**src/rtl/lc3b_types.sv**
```systemverilog
// lc3b_types: shared LC-3b word/mask types plus the arbiter state and port enums.
package lc3b_types;
  typedef logic [15:0] lc3b_word;
  typedef logic [1:0] lc3b_mem_wmask;
  typedef enum logic [1:0] {IDLE, SERVE_I, SERVE_D} lc3b_arb_state;
  typedef enum logic {ARB_I, ARB_D} lc3b_arb_port;
endpackage

```
**src/rtl/mem_arbiter.sv**
```systemverilog
// mem_arbiter: shares one memory port between instruction fetch (I) and data access (D).
module mem_arbiter
  import lc3b_types::*;
#(
  parameter int FIXED_PRIO = 0
) (
  input  logic          clk,
  input  logic          rst,
  input  logic          i_read,
  input  lc3b_word      i_address,
  output logic          i_resp,
  output lc3b_word      i_rdata,
  input  logic          d_read,
  input  logic          d_write,
  input  lc3b_mem_wmask d_byte_enable,
  input  lc3b_word      d_address,
  input  lc3b_word      d_wdata,
  output logic          d_resp,
  output lc3b_word      d_rdata,
  input  logic          mem_resp,
  input  lc3b_word      mem_rdata,
  output logic          mem_read,
  output logic          mem_write,
  output lc3b_word      mem_address,
  output lc3b_word      mem_wdata,
  output lc3b_mem_wmask mem_byte_enable
);
  lc3b_arb_state state_q, state_d;
  lc3b_arb_port last_q, last_d;
  logic req_i, req_d, take_i, take_d;
  logic mem_read_d, mem_write_d;
  lc3b_word mem_address_d, mem_wdata_d;
  lc3b_mem_wmask mem_byte_enable_d;
  always_comb begin
    req_i = i_read;
    req_d = d_read | d_write;
    take_i = req_i & (~req_d | (FIXED_PRIO == 0 && last_q == ARB_D));
    take_d = req_d & ~take_i;
    state_d = state_q;
    last_d = last_q;
    mem_read_d = mem_read;
    mem_write_d = mem_write;
    mem_address_d = mem_address;
    mem_wdata_d = mem_wdata;
    mem_byte_enable_d = mem_byte_enable;
    if (state_q == IDLE) begin
      if (take_i) begin
        state_d = SERVE_I;
        last_d = ARB_I;
        mem_read_d = 1'b1;
        mem_write_d = 1'b0;
        mem_address_d = i_address;
        mem_byte_enable_d = 2'b11;
      end else if (take_d) begin
        // a simultaneous read+write request is treated as a write
        state_d = SERVE_D;
        last_d = ARB_D;
        mem_read_d = ~d_write;
        mem_write_d = d_write;
        mem_address_d = d_address;
        mem_wdata_d = d_write ? d_wdata : mem_wdata;
        mem_byte_enable_d = d_write ? d_byte_enable : 2'b11;
      end
    end else if (mem_resp) begin
      state_d = IDLE;
      mem_read_d = 1'b0;
      mem_write_d = 1'b0;
    end
  end
  always_ff @(posedge clk or posedge rst) begin
    if (rst) begin
      state_q <= IDLE;
      last_q <= ARB_D;
      mem_read <= 1'b0;
      mem_write <= 1'b0;
      mem_address <= '0;
      mem_wdata <= '0;
      mem_byte_enable <= '0;
    end else begin
      state_q <= state_d;
      last_q <= last_d;
      mem_read <= mem_read_d;
      mem_write <= mem_write_d;
      mem_address <= mem_address_d;
      mem_wdata <= mem_wdata_d;
      mem_byte_enable <= mem_byte_enable_d;
    end
  end
  assign i_resp = (state_q == SERVE_I) & mem_resp;
  assign d_resp = (state_q == SERVE_D) & mem_resp;
  assign i_rdata = mem_rdata;
  assign d_rdata = mem_rdata;
endmodule

```
**config.mk**
```make
export PLATFORM = sky130hd
export DESIGN_NAME = mem_arbiter
export DESIGN_NICKNAME = d
export VERILOG_FILES = /design/src/rtl/lc3b_types.sv /design/src/rtl/mem_arbiter.sv
export SDC_FILE = /design/constraint.sdc
export NUM_CORES = 1
export LEC_CHECK = 0
export ABC_AREA = 1
export CAP_MARGIN = 0
export CORE_MARGIN = 10
export CORE_UTILIZATION = 40
export CTS_BUF_LIST = sky130_fd_sc_hd__clkbuf_4 sky130_fd_sc_hd__clkbuf_8
export DETAILED_ROUTE_END_ITERATION = 8
export GPL_TIMING_DRIVEN = 0
export PLACE_DENSITY_LB_ADDON = 0.05
export SETUP_SLACK_MARGIN = 0.5
export SLEW_MARGIN = 20
export SYNTH_ARGS = -nofsm -noshare
export SYNTH_HDL_FRONTEND = slang
export SYNTH_SLANG_ARGS = --single-unit
```
**constraint.sdc**
```tcl
create_clock -name clk -period 2.4 [get_ports clk]
set_input_delay 0.24 -clock clk [delete_from_list [all_inputs] [get_ports clk]]
set_output_delay 0.24 -clock clk [all_outputs]
set_load 0.02 [all_outputs]
```
==> summary.txt <==
Post-route ant nets: 0
Routed wire per std cell: 14.4 µm
Layout cells sized above 1: 15.1%
Combinational share of power: 56.0%
Skew final: 9.34 ps
Worst Tran Pin Value: 493 ps
# IOs: 142
Sequential power share: 29.4%
Worst Path Arrival: 1590 ps
Clk sinks: 39
Fin. Hold Viols: 0
Netlist Area Pre-Place: 2180 µm²
Buf+Inv Stages, Crit Path: 3
Initial antenna violation count: 0
Longest Clk Path Bufs: 2
VDD IR max: 0.000529 V
Post-synthesis sequential area ratio: 44.9%
WP data required: 2160 ps
CTS tree: yes
Nets: 487
Crit share post-route: 76.4%
Fillcell total: 473
Gr usage total: 16.1%
Die width: 93.8 µm
Clock power frac: 14.6%
Initial DRC Count: 75
Crit-path max FO: 3
1st-pass router iterations: 4
Slowest CP cell: clkdlybuf4s50_1
P_sw: 1.63 mW
First-pass GRT wire length: 11,300 µm
Core area: 5200 µm²
Starting Density: 41.8%
Power Density: 1080 nW/µm²
Int Power: 2.30 mW
Synth Net Count: 355
Routed WL: 6990 µm
Post-route DRC: 0
CTS H-tree depth: 2
Crit-path leading delay family: buffers and inverters
# hold bufs at CTS: 0
Num rows: 26
Syn_area_per_cell: 7.69 µm²
Clk_lat worst skew: 300 ps
Setup crit start: mem_resp
Reg-to-Reg Start: state_q[0]
Lkg Pwr: 1.88 nW
Vias per cell: 4.46
Port bufs: 124
CP Cell Sequence: clkdlybuf4s50_1 -> inv_1 -> nor3_1 -> clkdlybuf4s50_1
#FFs+latches synth: 39
Worst Setup Start Kind: primary input
Vias in the first global route: 2,256
Wire length on met1: 2630 µm
Switching Share: 41.5%
Final slew viol count: 0
Area Overhead vs Synth: 67.5%
Final critical-path required period: 1830 ps
Worst Hold Class: in2async
Root buffer cell: clkbuf_8
FMAX: 545 MHz
Antenna diodes: 0
RD Place Congestion: 0.752
Outcome: complete, no violations
Gr ovfl total: 0
CTS Buf Count: 5
Die height: 93.8 µm
Final HPWL DP: 5580 µm
Post-layout util: 70.0%
WL met3: 854 µm
Final setup fails: 0
Top Metal Used: met4
Clock transition at path regs: 70 ps
Post-Syn Instances: 283
Slowest stage delay, CP: 650 ps
Worst hold margin: 192 ps
Crit. End Element: primary output
Unrepaired setup endpoints after global routing: false
Most frequent cell on the critical path: clkdlybuf4s50_1
Die area: 8790 µm²
Worst rel slew slack: 67.2%
Distinct cells, synth: 19
Crit path kind: in2out
Via Count: 2,166
Largest net degree at the start of global routing: 31
Setup Buffers After CTS: 0
Max Cap Viol: 0
Yosys warnings: 0
Final TNS setup: 0 ps
Met2 routed wirelength: 3430 µm
==> final timing paths <==
path | cells past startpoint | slack [ps] | to
max in group asynchronous | 3 | 1720 | last_q
min in group clk | 4 | 370 | mem_address[3]
min | 2 | 190 | mem_address[8]
max reg2reg | 7 | 950 | mem_wdata[5]
max | 4 | 570 | i_resp
min reg2reg | 2 | 470 | mem_wdata[3]
==> power by group through the flow <==
| stage | registers, mW | logic (mW) | clock network, mW |
|---|---|---|---|
| CTS | 1.16 | 2.24 | 0.585 |
| global route | 1.20 | 2.43 | 0.613 |
| floorplan | 1.52 | 0.855 | 0 |
| detailed placement | 1.16 | 2.23 | 0 |
| finish | 1.16 | 2.20 | 0.574 |
| global placement | 1.15 | 2.20 | 0 |
==> cell usage in the layout (no fill, tap or decap), types with 2 or more instances in the layout <==
cell type	instances
clkdlybuf4s50_1	123
nand2_1	94
inv_1	38
dfrtp_1	38
nand3_1	34
buf_4	34
nand4_1	16
buf_2	8
clkbuf_8	6
inv_2	4
buf_6	3
nor2_1	3
o21ai_0	2
nor3_1	2
==> Yosys cell counts <==
| master | count | share of area [%] |
|---|---|---|
| nand4_1 | 16 | 4.6 |
| o21ai_4 | 1 | 0.75 |
| inv_2 | 3 | 0.52 |
| clkbuf_1 | 1 | 0.17 |
| nand3_1 | 34 | 7.8 |
| inv_1 | 39 | 6.7 |
| nand2_1 | 94 | 16 |
| buf_4 | 34 | 12 |
| dfstp_2 | 1 | 1.2 |
| nand3_2 | 1 | 0.46 |
| buf_2 | 8 | 1.8 |
| nor2_1 | 3 | 0.52 |
| o22ai_1 | 1 | 0.29 |
| buf_6 | 3 | 1.6 |
| nand2_2 | 1 | 0.29 |
| o21ai_0 | 2 | 0.46 |
| a21oi_4 | 1 | 0.75 |
| dfrtp_1 | 38 | 44 |
| nor3_1 | 2 | 0.46 |
==> layer usage <==
| layer | global-route usage, % | vias to the layer above |
|---|---|---|
| met5 | 0 | - |
| met4 | 3.92 | 0 |
| met3 | 9.19 | 8 |
| met2 | 27.8 | 86 |
| met1 | 16.4 | 970 |
| li1 | - | 1102 |
==> metrics by stage <==
step | instance area (µm²) | power (mW) | setup WS, ps | instances
floorplan | 2180 | 2.37 | 1150 | 283
global placement | 3510 | 3.34 | 384 | 477
detailed placement | 3530 | 3.40 | 555 | 478
CTS | 3640 | 3.98 | 549 | 486
global route | 3650 | 4.24 | 525 | 486
finish | 3650 | 3.93 | 566 | 486
==> state kept, by name, summed over array words and instances, names as in the netlist <==
name	cells
mem_read	1
mem_wdata	16
mem_byte_enable	2
last_q	1
mem_write	1
mem_address	16
state_q	2
==> area by class of cell <==
type / count / area [µm²] / share of cell area [%]
Buffer: 46 / 333 / 9.13
Clock buffer: 6 / 82.6 / 2.26
Clock inverter: 2 / 35.0 / 0.961
Inverter: 42 / 158 / 4.32
Multi-Input combinational cell: 156 / 709 / 19.5
Sequential cell: 39 / 977 / 26.8
Tap cell: 70 / 87.6 / 2.40
Timing Repair Buffer: 125 / 1260 / 34.7
==> worst register-to-register path, delay by kind of cell, from the launching register on <==
kind | cells | cell delay [ps]
AND/OR/NAND/NOR | 4 | 450
buffers and inverters | 3 | 500
flip-flops | 1 | 380
==> logic make-up (layout without fill, tap and decap cells) <==
kind of cell | after synthesis | in the layout | share of synthesized area (%)
simple gates | 151 | 151 | 30.3
buf+inv | 88 | 221 | 22.5
flops | 39 | 39 | 44.9
compound gates | 5 | 5 | 2.24
==> timing repair <==
action                                  CTS  global route
endpoints found under the setup margin    0             1
endpoints found under the hold margin     0             0
gates resized for setup                   0             1
No activity file was read; power rests on OpenSTA's default activity.
